$ cat src/rtl/row_cmd_sequencer.sv
// Request front end for the open-row policy block: policy lookup, PRE/ACT/RD/WR issue with
// tRP/tRCD spacing, and the PREA -> REF refresh sequence that clears the policy table.
module row_cmd_sequencer #(
    parameter int unsigned T_RCD = 16,
    parameter int unsigned T_RP  = 16,
    parameter int unsigned T_RFC = 280,
    parameter int unsigned COL_W = 10
) (
    input  logic             CLK,
    input  logic             nRST,
    input  logic             req_valid,
    output logic             req_ready,
    input  logic             req_write,
    input  logic [1:0]       req_bank_group,
    input  logic [1:0]       req_bank,
    input  logic [15:0]      req_row,
    input  logic [COL_W-1:0] req_col,
    output logic             req_done,
    input  logic             ref_req,
    output logic             ref_ack,
    output logic             pol_req_en,
    output logic [1:0]       pol_bank_group,
    output logic [1:0]       pol_bank,
    output logic [15:0]      pol_row,
    output logic             pol_row_resolve,
    output logic             pol_refresh,
    input  logic [1:0]       pol_row_stat,
    output logic             cmd_valid,
    output logic [2:0]       cmd,
    output logic [1:0]       cmd_bank_group,
    output logic [1:0]       cmd_bank,
    output logic [15:0]      cmd_row,
    output logic [COL_W-1:0] cmd_col
);

    localparam int unsigned CNT_W = $clog2(T_RFC) + 1;

    localparam logic [CNT_W-1:0] RCD_LOAD = CNT_W'(T_RCD - 2);
    localparam logic [CNT_W-1:0] RP_LOAD  = CNT_W'(T_RP - 2);
    localparam logic [CNT_W-1:0] RFC_LOAD = CNT_W'(T_RFC - 2);

    localparam logic [2:0] CMD_NOP  = 3'b000;
    localparam logic [2:0] CMD_ACT  = 3'b001;
    localparam logic [2:0] CMD_PRE  = 3'b010;
    localparam logic [2:0] CMD_PREA = 3'b011;
    localparam logic [2:0] CMD_RD   = 3'b100;
    localparam logic [2:0] CMD_WR   = 3'b101;
    localparam logic [2:0] CMD_REF  = 3'b110;

    typedef enum logic [3:0] {
        StIdle,
        StLookup,
        StStat,
        StAct,
        StWaitRcd,
        StPre,
        StWaitRp,
        StResolve,
        StRdwr,
        StRefPrea,
        StRefWaitRp,
        StRef,
        StRefWaitRfc
    } state_e;

    state_e             state_q, state_d;
    logic [CNT_W-1:0]   cnt_q, cnt_d;
    logic               write_q, write_d;
    logic [1:0]         bg_q, bg_d;
    logic [1:0]         bank_q, bank_d;
    logic [15:0]        row_q, row_d;
    logic [COL_W-1:0]   col_q, col_d;

    always_ff @(posedge CLK or negedge nRST) begin
        if (!nRST) begin
            state_q <= StIdle;
            cnt_q   <= '0;
            write_q <= 1'b0;
            bg_q    <= '0;
            bank_q  <= '0;
            row_q   <= '0;
            col_q   <= '0;
        end else begin
            state_q <= state_d;
            cnt_q   <= cnt_d;
            write_q <= write_d;
            bg_q    <= bg_d;
            bank_q  <= bank_d;
            row_q   <= row_d;
            col_q   <= col_d;
        end
    end

    assign req_ready = (state_q == StIdle) && !ref_req;

    always_comb begin
        state_d = state_q;
        cnt_d   = cnt_q;
        write_d = write_q;
        bg_d    = bg_q;
        bank_d  = bank_q;
        row_d   = row_q;
        col_d   = col_q;
        unique case (state_q)
            StIdle: begin
                if (ref_req) begin
                    state_d = StRefPrea;
                end else if (req_valid) begin
                    write_d = req_write;
                    bg_d    = req_bank_group;
                    bank_d  = req_bank;
                    row_d   = req_row;
                    col_d   = req_col;
                    state_d = StLookup;
                end
            end
            StLookup: state_d = StStat;
            StStat: begin
                unique case (pol_row_stat)
                    2'b01:   state_d = StRdwr;
                    2'b10:   state_d = StAct;
                    2'b11:   state_d = StPre;
                    default: state_d = StLookup;
                endcase
            end
            StAct: begin
                cnt_d   = RCD_LOAD;
                state_d = StWaitRcd;
            end
            StWaitRcd: begin
                if (cnt_q == '0) state_d = StRdwr;
                else cnt_d = cnt_q - CNT_W'(1);
            end
            StPre: begin
                cnt_d   = RP_LOAD;
                state_d = StWaitRp;
            end
            StWaitRp: begin
                if (cnt_q == '0) state_d = StResolve;
                else cnt_d = cnt_q - CNT_W'(1);
            end
            StResolve: state_d = StLookup;
            StRdwr:    state_d = StIdle;
            StRefPrea: begin
                cnt_d   = RP_LOAD;
                state_d = StRefWaitRp;
            end
            StRefWaitRp: begin
                if (cnt_q == '0) state_d = StRef;
                else cnt_d = cnt_q - CNT_W'(1);
            end
            StRef: begin
                cnt_d   = RFC_LOAD;
                state_d = StRefWaitRfc;
            end
            StRefWaitRfc: begin
                if (cnt_q == '0) state_d = StIdle;
                else cnt_d = cnt_q - CNT_W'(1);
            end
            default: state_d = StIdle;
        endcase
    end

    // Command fields carry the latched request only for per-bank commands; NOP/PREA/REF drive 0.
    always_comb begin
        cmd             = CMD_NOP;
        req_done        = 1'b0;
        ref_ack         = 1'b0;
        pol_req_en      = 1'b0;
        pol_row_resolve = 1'b0;
        pol_refresh     = 1'b0;
        unique case (state_q)
            StLookup:  pol_req_en = 1'b1;
            StAct:     cmd = CMD_ACT;
            StPre:     cmd = CMD_PRE;
            StResolve: begin
                pol_req_en      = 1'b1;
                pol_row_resolve = 1'b1;
            end
            StRdwr: begin
                cmd      = write_q ? CMD_WR : CMD_RD;
                req_done = 1'b1;
            end
            StRefPrea: cmd = CMD_PREA;
            StRef: begin
                cmd         = CMD_REF;
                pol_refresh = 1'b1;
            end
            StRefWaitRfc: ref_ack = (cnt_q == '0);
            default: ;
        endcase
    end

    assign cmd_valid      = (cmd != CMD_NOP);
    assign pol_bank_group = bg_q;
    assign pol_bank       = bank_q;
    assign pol_row        = row_q;

    logic bank_cmd;
    assign bank_cmd       = (cmd == CMD_ACT) || (cmd == CMD_PRE) || (cmd == CMD_RD) ||
                            (cmd == CMD_WR);
    assign cmd_bank_group = bank_cmd ? bg_q : 2'b00;
    assign cmd_bank       = bank_cmd ? bank_q : 2'b00;
    assign cmd_row        = bank_cmd ? row_q : 16'h0000;
    assign cmd_col        = bank_cmd ? col_q : '0;

endmodule

$ cat config.mk
export PLATFORM = sky130hd
export DESIGN_NAME = row_cmd_sequencer
export DESIGN_NICKNAME = d
export VERILOG_FILES = /design/src/rtl/row_cmd_sequencer.sv
export SDC_FILE = /design/constraint.sdc
export NUM_CORES = 1
export LEC_CHECK = 0
export CORE_ASPECT_RATIO = 0.6
export CORE_MARGIN = 2
export CORE_UTILIZATION = 30
export CTS_BUF_LIST = sky130_fd_sc_hd__clkbuf_4 sky130_fd_sc_hd__clkbuf_8
export CTS_CLUSTER_SIZE = 28
export DETAILED_ROUTE_END_ITERATION = 16
export GPL_TIMING_DRIVEN = 0
export SLEW_MARGIN = 0
export SYNTH_ARGS = -nofsm -noshare
export SYNTH_HDL_FRONTEND = slang
export SYNTH_SLANG_ARGS = --single-unit
export TNS_END_PERCENT = 100
$ cat constraint.sdc
create_clock -name CLK -period 2.2 [get_ports CLK]
set_clock_uncertainty 0.2 [all_clocks]
set_input_delay 0.22 -clock CLK [delete_from_list [all_inputs] [get_ports CLK]]
set_output_delay 0.22 -clock CLK [all_outputs]
set_load 0.05 [all_outputs]
==> flow_summary_export.csv, run 1 <==
group,metric,value,unit
cells_and_area,area_growth,75.6,%
synthesis,async_reset_ff_share,100,%
global_routing,top_usage_layer,"met2",
placement,gp_congestion,0.851,
floorplanning,ioPinCount,97,
global_routing,grt_max_degree,30,
power_and_ir_drop,powerDensity,1740,nW/um^2
timing,worst_slew_pin_slew,0.542,ns
placement,placed_area,3790,sq um
global_routing,antenna_found_initial,0,
power_and_ir_drop,vdd_ir_drop_max,0.729,mV
worst_setup_path,end_kind,"output pin",
worst_setup_path,worstPathCellList,"buf_8 > or2_1 > buf_6 > nor4_4 > buf_4 > buf_8",
routing,wl,8.24,mm
synthesis,synth_edf_count,0,
clock_tree,clock_latency,0.30,ns
synthesis,synth_cell_types,48,
clock_tree,clkTransAtPathRegs,0.10,ns
synthesis,synth_compound_area_share,8.20,%
placement,place_hpwl,5.59,mm
placement,pre_cts_ws,-0.716,ns
routing,drt-wirelength-per-cell,17.1,um
global_routing,grt_use_met3,4.34,%
worst_setup_path,r2r_slack,0.04,ns
placement,port_buffers,96,
synthesis,synth-seq-cells,45,
global_routing,met2_usage,25.7,%
floorplanning,dieArea,9430,sq um
power_and_ir_drop,p_leak,2.14,nW
clock_tree,clk_root_buffer_cell,"clkbuf_8",
timing,worst_slack,-0.0357,ns
clock_tree,numCtsBuffers,5,
worst_setup_path,r2r_end,"pol_row[7]",
run,maxCapViolations,0,
worst_setup_path,path_max_fanout,6,
clock_tree,cts_buffer_depth,2,
floorplanning,fp.dieH,76.0,um
worst_setup_path,slowest_delay,0.40,ns
floorplanning,rows,26,
global_routing,grt.met1_usage,24.9,%
timing,holdWs,0.186,ns
worst_setup_path,crit_top_cell,"buf_8",
worst_setup_path,worstSetupEndpoint,"req_ready",
worst_setup_path,startpoint_type,"register",
floorplanning,initial_utilization,30.7,%
worst_setup_path,arrival,1.82,ns
status,status,"finished, violations left",
routing,drtIter0Drc,146,
routing,via_count,2314,
floorplanning,die_w,124,um
synthesis,syn_inst,237,
synthesis,avgSynthCellArea,10.9,sq um
synthesis,yosys.area_share.simple,21.5,%
timing,rsz0062_at_grt,"true",
cells_and_area,antenna_cells,0,
timing,hold_violations,0,
synthesis,yosysSeqAreaShare,43.4,%
min_path,hold_path.class,"input port to asynchronous set/reset pin",
cells_and_area,final_common_cell,"clkdlybuf4s50_1",
timing,drv_slew,0,
synthesis,ys_warn_count,0,
worst_setup_path,cp_num_cells,6,
synthesis,synth.mux.area_fraction,20.6,%
worst_setup_path,startpoint,"state_q[0]",
cells_and_area,stdcell_area,4560,sq um
routing,drc,0,
cells_and_area,n_fill_cell,748,
synthesis,synth_top_family_by_area,"simple AND/OR/NAND/NOR gates",
global_routing,grt_use_total,17.3,%
synthesis,synth_xor_area_share,0.338,%
synthesis,synth-main-ff-cell,"dfrtp_1",
worst_setup_path,reg2reg_depth,7,
global_routing,grt_pass1_vias,2397,
global_routing,grt_overflow,0,
synthesis,post_synth_instance_area,2590,sq um
worst_setup_path,cp_num_buf_inv,4,
timing,period_share,102,%
global_routing,grt_pass1_wl,12.6,mm
cells_and_area,final_cell_mix,"clkdlybuf4s50_1, dfrtp_1, nor2b_4",
worst_setup_path,r2r-start,"state_q[0]",
timing,fmax,0.447,GHz
routing,drtPass1Iterations,4,
timing,layout_min_cycle_time,2.24,ns
floorplanning,core-area,8460,sq um
worst_setup_path,worstSetupPathType,"register to output pin",
clock_tree,cts_tree,"yes",
worst_setup_path,crit_required,1.78,ns
clock_tree,htreeDepth,2,
synthesis,syn_nets,276,
worst_setup_path,crit_family,"buffers and inverters",
routing,antenna_left,0,
cells_and_area,finalNetCount,407,
timing,setup_viol,27,
cells_and_area,drive_gt1_share,47.2,%
worst_setup_path,critPathSlowestCell,"dfrtp_1",
status,violations,"setup timing",
timing,max_slew_margin,63.5,%
cells_and_area,finalNonFillerCells,481,
placement,placedCellCount,446,
routing,vias_per_cell,4.81,
synthesis,synth-adder-area-share,0.964,%
clock_tree,numClockSinks,45,
==> layout make-up <==
class	count	area (sq um)	share of cell area [%]
multi-input cells	167	1630	35.8
repair buffers	126	1330	29.2
flip-flops and latches	45	1130	24.8
plain buffers	16	211	4.64
well taps	112	140	3.08
clock buffers	6	76.3	1.67
inverters	7	26.3	0.577
clock inverters	2	10.0	0.220
==> cells in the mapped netlist, types with 4 or more instances <==
library cell | instances | area (sq um)
o21ai_0 | 7 | 35.0
buf_2 | 4 | 20.0
nor3_1 | 4 | 20.0
mux2i_1 | 5 | 50.1
nand2_1 | 13 | 48.8
nand2b_1 | 4 | 25.0
clkbuf_1 | 7 | 26.3
nor2b_1 | 34 | 213
dfrtp_1 | 45 | 1130
buf_6 | 4 | 45.0
nor2_1 | 13 | 48.8
nand3_1 | 6 | 30.0
a21oi_1 | 5 | 25.0
mux2_4 | 30 | 450
nand4_1 | 5 | 31.3
inv_1 | 7 | 26.3
==> cells by family after synthesis <==
| logic type | after synthesis |
|---|---|
| multiplexers | 38 |
| AND/OR/NAND/NOR | 96 |
| AO/OA/AOI/OAI | 30 |
| adder cells (fa/ha/maj) | 2 |
| flip-flops | 45 |
| XOR/XNOR | 1 |
| buffers and inverters | 25 |
==> registers in the layout, summed over array words and instances (netlist names) <==
| signal | cells |
|---|---|
| cnt_q | 10 |
| col_q | 10 |
| pol_bank | 2 |
| pol_bank_group | 2 |
| pol_row | 16 |
| state_q | 4 |
| write_q | 1 |
==> power breakdown <==
| group | leakage, nW | internal (mW) | total [mW] | switching, mW |
|---|---|---|---|---|
| Combinational | 1.55 | 2.64 | 5.85 | 3.21 |
| Clock | 0.0484 | 0.233 | 0.527 | 0.294 |
| Sequential | 0.546 | 1.21 | 1.54 | 0.338 |
| Total | 2.14 | 4.08 | 7.92 | 3.85 |
==> how the worst min path moves through the flow <==
stage                        start          to  slack (ns)  cells past startpoint
after floorplan               nRST    cnt_q[0]       -0.28                      0
after global placement    col_q[8]    col_q[8]        0.28                      1
after detailed placement      nRST  state_q[2]      -0.006                      1
after CTS                     nRST  state_q[1]        0.20                      2
after global routing          nRST  state_q[2]        0.22                      2
final                         nRST  state_q[2]        0.19                      2
==> worst reg2reg max path, stage by stage (launching register included) <==
cell     delay, ns
dfrtp_1       0.40
buf_8         0.14
or2_1         0.21
buf_6         0.13
nor4_4        0.30
nand2_4       0.17
buf_6         0.20
mux2_4        0.31
==> metal layers <==
| layer | vias up | wire (um) |
|---|---|---|
| li1 | 1093 | - |
| met4 | 0 | 83 |
| met5 | - | 0 |
| met2 | 75 | 3690 |
| met1 | 1140 | 3990 |
| met3 | 6 | 475 |
==> timing repair <==
| item | 4_1_cts | 5_1_grt |
|---|---|---|
| gates resized for setup | 312 | 49 |
| hold endpoints to repair | 16 | 0 |
| buffers inserted | 11 | 13 |
| gates cloned | 3 | 1 |
| hold buffers | 1 | 0 |
| endpoints found under the setup margin | 42 | 71 |
| pin swaps | 5 | 3 |
==> metrics by stage <==
| stage | utilization, % | TNS, ns | power, mW |
|---|---|---|---|
| final | 53.9 | -0.350 | 7.92 |
| after global routing | 53.9 | -3.49 | 8.32 |
| after CTS | 50.8 | -0.138 | 7.50 |
| after detailed placement | 44.9 | -22.81 | 6.14 |
| after global placement | 44.7 | -54.90 | 6.10 |
| after floorplan | - | -7.02 | 4.74 |
Power figures use the tool's default switching activity.
==> run 2, diff against run 1 <==
Settings changed: HOLD_SLACK_MARGIN set to 0.1, TNS_END_PERCENT 100 to unset.
==> results of run 2 <==
Final layout, timing and power as in run 1 (identical DEF).
